**src/rtl/exp_range_reduce.sv**
```systemverilog
// exp_range_reduce: argument reduction for the CORDIC e^x path.
// Splits signed fixed-point x into x = q*ln2 + r with |r| <= ln2/2. One
// subtract-and-count step is taken per clock, with valid/ready on both sides.
//
// Optional feature: define RR_FAST_STEP_EN to allow a 4*ln2 step per cycle
// while the remainder is large. Results are identical; only latency shrinks.
//
// Ports:
//   clk, rst_n            clock (rising edge), async active-low reset
//   in_valid / in_ready   input handshake for x_in (signed, FRAC fractional bits)
//   out_valid / out_ready output handshake for r_out / q_out
//   r_out                 signed remainder, same format as x_in
//   q_out                 signed multiple of ln2
//   busy                  high while reducing
module exp_range_reduce #(
  parameter int unsigned W        = 16,
  parameter int unsigned FRAC     = 12,
  parameter int unsigned QW       = 5,
  parameter int unsigned LN2      = 2839,
  parameter int unsigned HALF_LN2 = 1420
) (
  input  logic                 clk,
  input  logic                 rst_n,
  input  logic                 in_valid,
  output logic                 in_ready,
  input  logic signed [W-1:0]  x_in,
  output logic                 out_valid,
  input  logic                 out_ready,
  output logic signed [W-1:0]  r_out,
  output logic signed [QW-1:0] q_out,
  output logic                 busy
);

  // Parameter sanity: the fractional field must leave room for a sign bit.
  if (FRAC >= W) begin : g_bad_frac
    $error("exp_range_reduce: FRAC must be smaller than W");
  end

  // Remainder carries one extra bit so the last step may go negative.
  localparam logic signed [W:0] Ln2C  = (W+1)'(LN2);
  localparam logic signed [W:0] HalfC = (W+1)'(HALF_LN2);
`ifdef RR_FAST_STEP_EN
  localparam logic signed [W:0] Ln2x4C  = (W+1)'(4 * LN2);
  localparam logic signed [W:0] FastThC = (W+1)'(4 * LN2 + HALF_LN2);
`endif

  typedef enum logic [1:0] {
    IDLE   = 2'd0,
    REDUCE = 2'd1,
    DONE   = 2'd2
  } state_e;

  state_e                state_q, state_d;
  logic signed [W:0]     rem_q, rem_d;
  logic signed [QW-1:0]  q_q, q_d;
  logic                  sign_q, sign_d;
  logic signed [W-1:0]   r_out_q, r_out_d;
  logic signed [QW-1:0]  q_out_q, q_out_d;
  logic                  in_ready_q, in_ready_d;
  logic                  out_valid_q, out_valid_d;
  logic                  busy_q, busy_d;
  logic        [W-1:0]   x_abs;

  // |x_in|, saturating the most negative code to the largest positive one.
  always_comb begin
    x_abs = x_in;
    if (x_in[W-1]) begin
      if (x_in == {1'b1, {(W-1){1'b0}}}) x_abs = {1'b0, {(W-1){1'b1}}};
      else                               x_abs = -x_in;
    end
  end

  // Next-state and registered-output logic.
  always_comb begin
    state_d     = state_q;
    rem_d       = rem_q;
    q_d         = q_q;
    sign_d      = sign_q;
    r_out_d     = r_out_q;
    q_out_d     = q_out_q;
    in_ready_d  = in_ready_q;
    out_valid_d = out_valid_q;
    busy_d      = busy_q;
    unique case (state_q)
      IDLE: begin
        if (in_valid) begin
          sign_d     = x_in[W-1];
          rem_d      = {1'b0, x_abs};
          q_d        = '0;
          state_d    = REDUCE;
          in_ready_d = 1'b0;
          busy_d     = 1'b1;
        end
      end
      REDUCE: begin
`ifdef RR_FAST_STEP_EN
        if (rem_q >= FastThC) begin
          rem_d = rem_q - Ln2x4C;
          q_d   = q_q + QW'(4);
        end else
`endif
        if (rem_q >= HalfC) begin
          rem_d = rem_q - Ln2C;
          q_d   = q_q + QW'(1);
        end else begin
          state_d     = DONE;
          busy_d      = 1'b0;
          out_valid_d = 1'b1;
          r_out_d     = W'(sign_q ? -rem_q : rem_q);
          q_out_d     = sign_q ? -q_q : q_q;
        end
      end
      DONE: begin
        if (out_ready) begin
          state_d     = IDLE;
          out_valid_d = 1'b0;
          in_ready_d  = 1'b1;
        end
      end
      default: begin
        state_d     = IDLE;
        in_ready_d  = 1'b1;
        out_valid_d = 1'b0;
        busy_d      = 1'b0;
      end
    endcase
  end

  // State and output registers.
  always_ff @(posedge clk or negedge rst_n) begin
    if (!rst_n) begin
      state_q     <= IDLE;
      rem_q       <= '0;
      q_q         <= '0;
      sign_q      <= 1'b0;
      r_out_q     <= '0;
      q_out_q     <= '0;
      in_ready_q  <= 1'b1;
      out_valid_q <= 1'b0;
      busy_q      <= 1'b0;
    end else begin
      state_q     <= state_d;
      rem_q       <= rem_d;
      q_q         <= q_d;
      sign_q      <= sign_d;
      r_out_q     <= r_out_d;
      q_out_q     <= q_out_d;
      in_ready_q  <= in_ready_d;
      out_valid_q <= out_valid_d;
      busy_q      <= busy_d;
    end
  end

  assign in_ready  = in_ready_q;
  assign out_valid = out_valid_q;
  assign busy      = busy_q;
  assign r_out     = r_out_q;
  assign q_out     = q_out_q;

endmodule
```
**config.mk**
```make
export PLATFORM = sky130hd
export DESIGN_NAME = exp_range_reduce
export DESIGN_NICKNAME = d
export VERILOG_FILES = /design/src/rtl/exp_range_reduce.sv
export SDC_FILE = /design/constraint.sdc
export NUM_CORES = 1
export LEC_CHECK = 0
export ABC_AREA = 1
export ABC_CLOCK_PERIOD_IN_PS = 2700
export CAP_MARGIN = 0
export CELL_PAD_IN_SITES_DETAIL_PLACEMENT = 2
export CELL_PAD_IN_SITES_GLOBAL_PLACEMENT = 2
export CORE_ASPECT_RATIO = 0.9
export CORE_MARGIN = 5
export CORE_UTILIZATION = 33
export DETAILED_ROUTE_END_ITERATION = 7
export PLACE_DENSITY_LB_ADDON = 0.1
export SLEW_MARGIN = 25
export SYNTH_ARGS = -nofsm -noshare
export SYNTH_HDL_FRONTEND = slang
export SYNTH_SLANG_ARGS = --single-unit
export TNS_END_PERCENT = 10
```
**constraint.sdc**
```tcl
create_clock -name clk -period 2.7 [get_ports clk]
set_input_delay 0.675 -clock clk [delete_from_list [all_inputs] [get_ports clk]]
set_output_delay 0.675 -clock clk [all_outputs]
set_load 0.03 [all_outputs]
```
==> run_results.csv, run 1 <==
group,metric,value,unit
status,run_status,"finished, final reports clean",
timing,max_slew.worst_pin.slew,0.619,ns
synthesis,ys_seq_area_share,33.9,%
power,p_per_area,1320,nW/um^2
timing,fin_crit_sh,86.1,%
critical_path,endpoint_kind,"flip-flop",
grt,grt_pass1_vias,3983,
routing,num_vias,3585,
critical_path,worst-path-max-fanout,11,
cells_and_area,drive_gt1_share,7.16,%
cts,clock-sinks,49,
critical_path,worstPathArrival,2.56,ns
floorplanning,dieHeight,109,um
critical_path,start_kind,"input port",
synthesis,synthTopCellsByArea,"dfrtp_1 (33%), nand2_1 (19%), nor2_1 (7.7%)",
synthesis,synthTopCellsByCount,"nand2_1 (188), nor2_1 (74), inv_1 (49), nand3_1 (49), dfrtp_1 (48)",
timing,finalHoldViolCount,0,
routing,dr.pass1.iters,4,
synthesis,yosysMostFrequentCell,"nand2_1",
routing,viasPerCell,4.98,
timing,whs,0.385,ns
cts,clockBufferDepth,2,
timing,max_slew_margin,58.7,%
floorplanning,row_count,36,
routing,routedWlPerCell,15.9,um
floorplanning,io_pins,44,
synthesis,synth_nets,573,
cts,ctsResizeCount,0,
routing,ant_nets,0,
grt,overflow,0,
synthesis,synth_ff_type,"dfrtp_1",
grt,antenna_found_initial,0,
critical_path,rr_worst_depth,7,
timing,finalClockSkew,0.00822,ns
critical_path,cp.required,2.94,ns
placement,pre_cts_slack,0.0185,ns
synthesis,syn_avg_cell_area,6.61,um^2
cells_and_area,area_delta_synth_final,18.1,%
cts,clk_pin_slew,0.07,ns
critical_path,reg2reg_to,"r_out[5]",
cells_and_area,layout.nets,611,
cts,cts_hold_buf,0,
cts,cts_tree,"done",
floorplanning,initial_core_util,33.7,%
critical_path,rrSetupSlack,0.80,ns
cts,root_buffer,"clkbuf_16",
floorplanning,die-area,13200,um^2
timing,setup_tns,0,ns
cts,insertion_delay,0.30,ns
synthesis,synth_edf_count,0,
grt,grt_max_degree,34,
synthesis,mappedNetlistArea,3620,um^2
timing,period_minus_slack,2.33,ns
power,p_leak,2.10,nW
cells_and_area,fillers,1324,
hold_path,hold_path.class,"in2async",
timing,grt_setup_unrepaired,"false",
timing,fmax,0.430,GHz
floorplanning,coreArea,10800,um^2
synthesis,async_flop_share,100,%
synthesis,yosys.area.top_type,"dfrtp_1",
synthesis,ys_types,40,
cts,post_cts_buffers,0,
routing,dr.first_iter.drc_count,112,
synthesis,synthCells,548,
synthesis,synth-seq-cells,49,
cells_and_area,final_core_util,39.8,%
routing,wl,11.4,mm
placement,port_buffers,43,
cts,cts_buffers,5,
critical_path,reg2reg_from,"state_q[0]",
critical_path,crit_type,"in2reg",
cells_and_area,register_area,1230,um^2
synthesis,yosys_warnings,0,
cells_and_area,multi_input_area,2040,um^2
placement,gp_congestion,0.786,
placement,place_hpwl,9.17,mm
grt,grt_usage,18.6,%
cells_and_area,num_antenna_cells,0,
power,irDropWorstVdd,0.444,mV
timing,drv_slew,0,
routing,drc,0,
synthesis,synth.top_cell.area_share,33.1,%
timing,worst_slack,0.375,ns
cts,ctsHtreeMaxLevel,2,
timing,setup-violations-final,0,
floorplanning,die_w,120,um
flow_run,max_cap_violations,0,
grt,grt_first_pass_wirelength,19.9,mm
-- registers in the layout (all words and copies together) (netlist names) --
name,count
rem_q,17
r_out,16
q_out,5
q_q,5
state_q,2
busy,1
in_ready,1
out_valid,1
sign_q,1
-- cells in the final DEF (no fill, tap or decap), types with 2 or more instances in the layout --
cell             synthesis  routed
o22ai_1                  3       3
nor2_4                   3       3
o21ai_1                 11      11
nand4_1                  6       6
nor2_1                  74      74
inv_1                   49      49
clkbuf_16                0       5
nand3b_1                 2       2
or2_2                    2       2
nor3_1                   7       7
xor2_1                  20      20
o21ai_0                 16      16
o211ai_1                 3       3
a21oi_1                 14      14
buf_4                    1       7
ha_1                     5       5
inv_2                    4       4
nand2_1                188     188
xnor2_1                  2       2
nand2_2                  2       2
nand3_1                 49      49
clkdlybuf4s50_1          0      42
dfrtp_1                 48      48
nand3_2                  2       2
o21ai_2                  3       3
nor2_2                   2       2
a31oi_1                  4       4
-- worst max-delay path, stage by stage --
cell,delay [ns]
clkdlybuf4s50_1,0.46
inv_1,0.11
ha_1,0.21
nand3_1,0.14
nor2_1,0.23
nand4_2,0.32
nand2_1,0.17
inv_1,0.06
nand2_1,0.05
nand3_1,0.06
nand2_1,0.07
-- per-stage QoR --
step	instances	area (um^2)	total power (W)
floorplan	548	3620	0.00397
global placement	712	4120	0.00485
detailed placement	712	4120	0.00499
CTS	720	4280	0.00571
global route	720	4280	0.00618
finish	720	4280	0.00563
-- cell type report --
cell class              count  area share (%)
inverters                  55            4.88
clock inverters             2           0.409
flip-flops and latches     49            28.7
clock buffers               6            3.24
well taps                 133            3.89
repair buffers             50            11.2
multi-input cells         425            47.7
-- cell families after synthesis --
kind of cell / count (synthesis) / share of synthesized area [%]
compound gates: 56 / 8.91
xor+xnor: 22 / 5.32
fa+ha+maj: 5 / 1.73
buf+inv: 74 / 9.74
flops: 49 / 33.9
simple gates: 342 / 40.4
-- worst max path at each step --
stage,startpoint,to,slack (ns),depth (start not counted)
6_report,x_in[1],rem_q[11],0.37,11
5_1_grt,x_in[1],rem_q[13],0.21,11
4_1_cts,x_in[1],rem_q[11],0.32,11
3_5_place_dp,x_in[1],rem_q[11],0.02,11
3_3_place_gp,x_in[0],rem_q[5],0.16,11
2_1_floorplan,x_in[0],rem_q[11],0.92,11
-- routing by layer --
layer,wire (um),vias to the layer above,global-route usage [%]
met1,5760,1722,24.7
li1,-,1802,-
met2,5230,52,32.6
met3,318,9,2.16
met5,0,-,0
met4,140,0,4.45
-- power by group --
part | internal (W) | total (W) | switching [W]
Clock | 0.000375 | 0.000683 | 0.000308
Combinational | 0.00119 | 0.00346 | 0.00227
Sequential | 0.00110 | 0.00150 | 0.000397
Total | 0.00266 | 0.00563 | 0.00297
No activity file was read; power rests on OpenSTA's default activity.
==> run 2: changes to the inputs <==
- ABC_CLOCK_PERIOD_IN_PS: 2700 -> unset
==> results of run 2 <==
Final layout, timing and power as in run 1 (identical DEF).
==> run 3: changes to the inputs <==
- CTS_CLUSTER_SIZE: unset -> 28
==> results of run 3 <==
Final layout, timing and power as in run 1 (identical DEF).
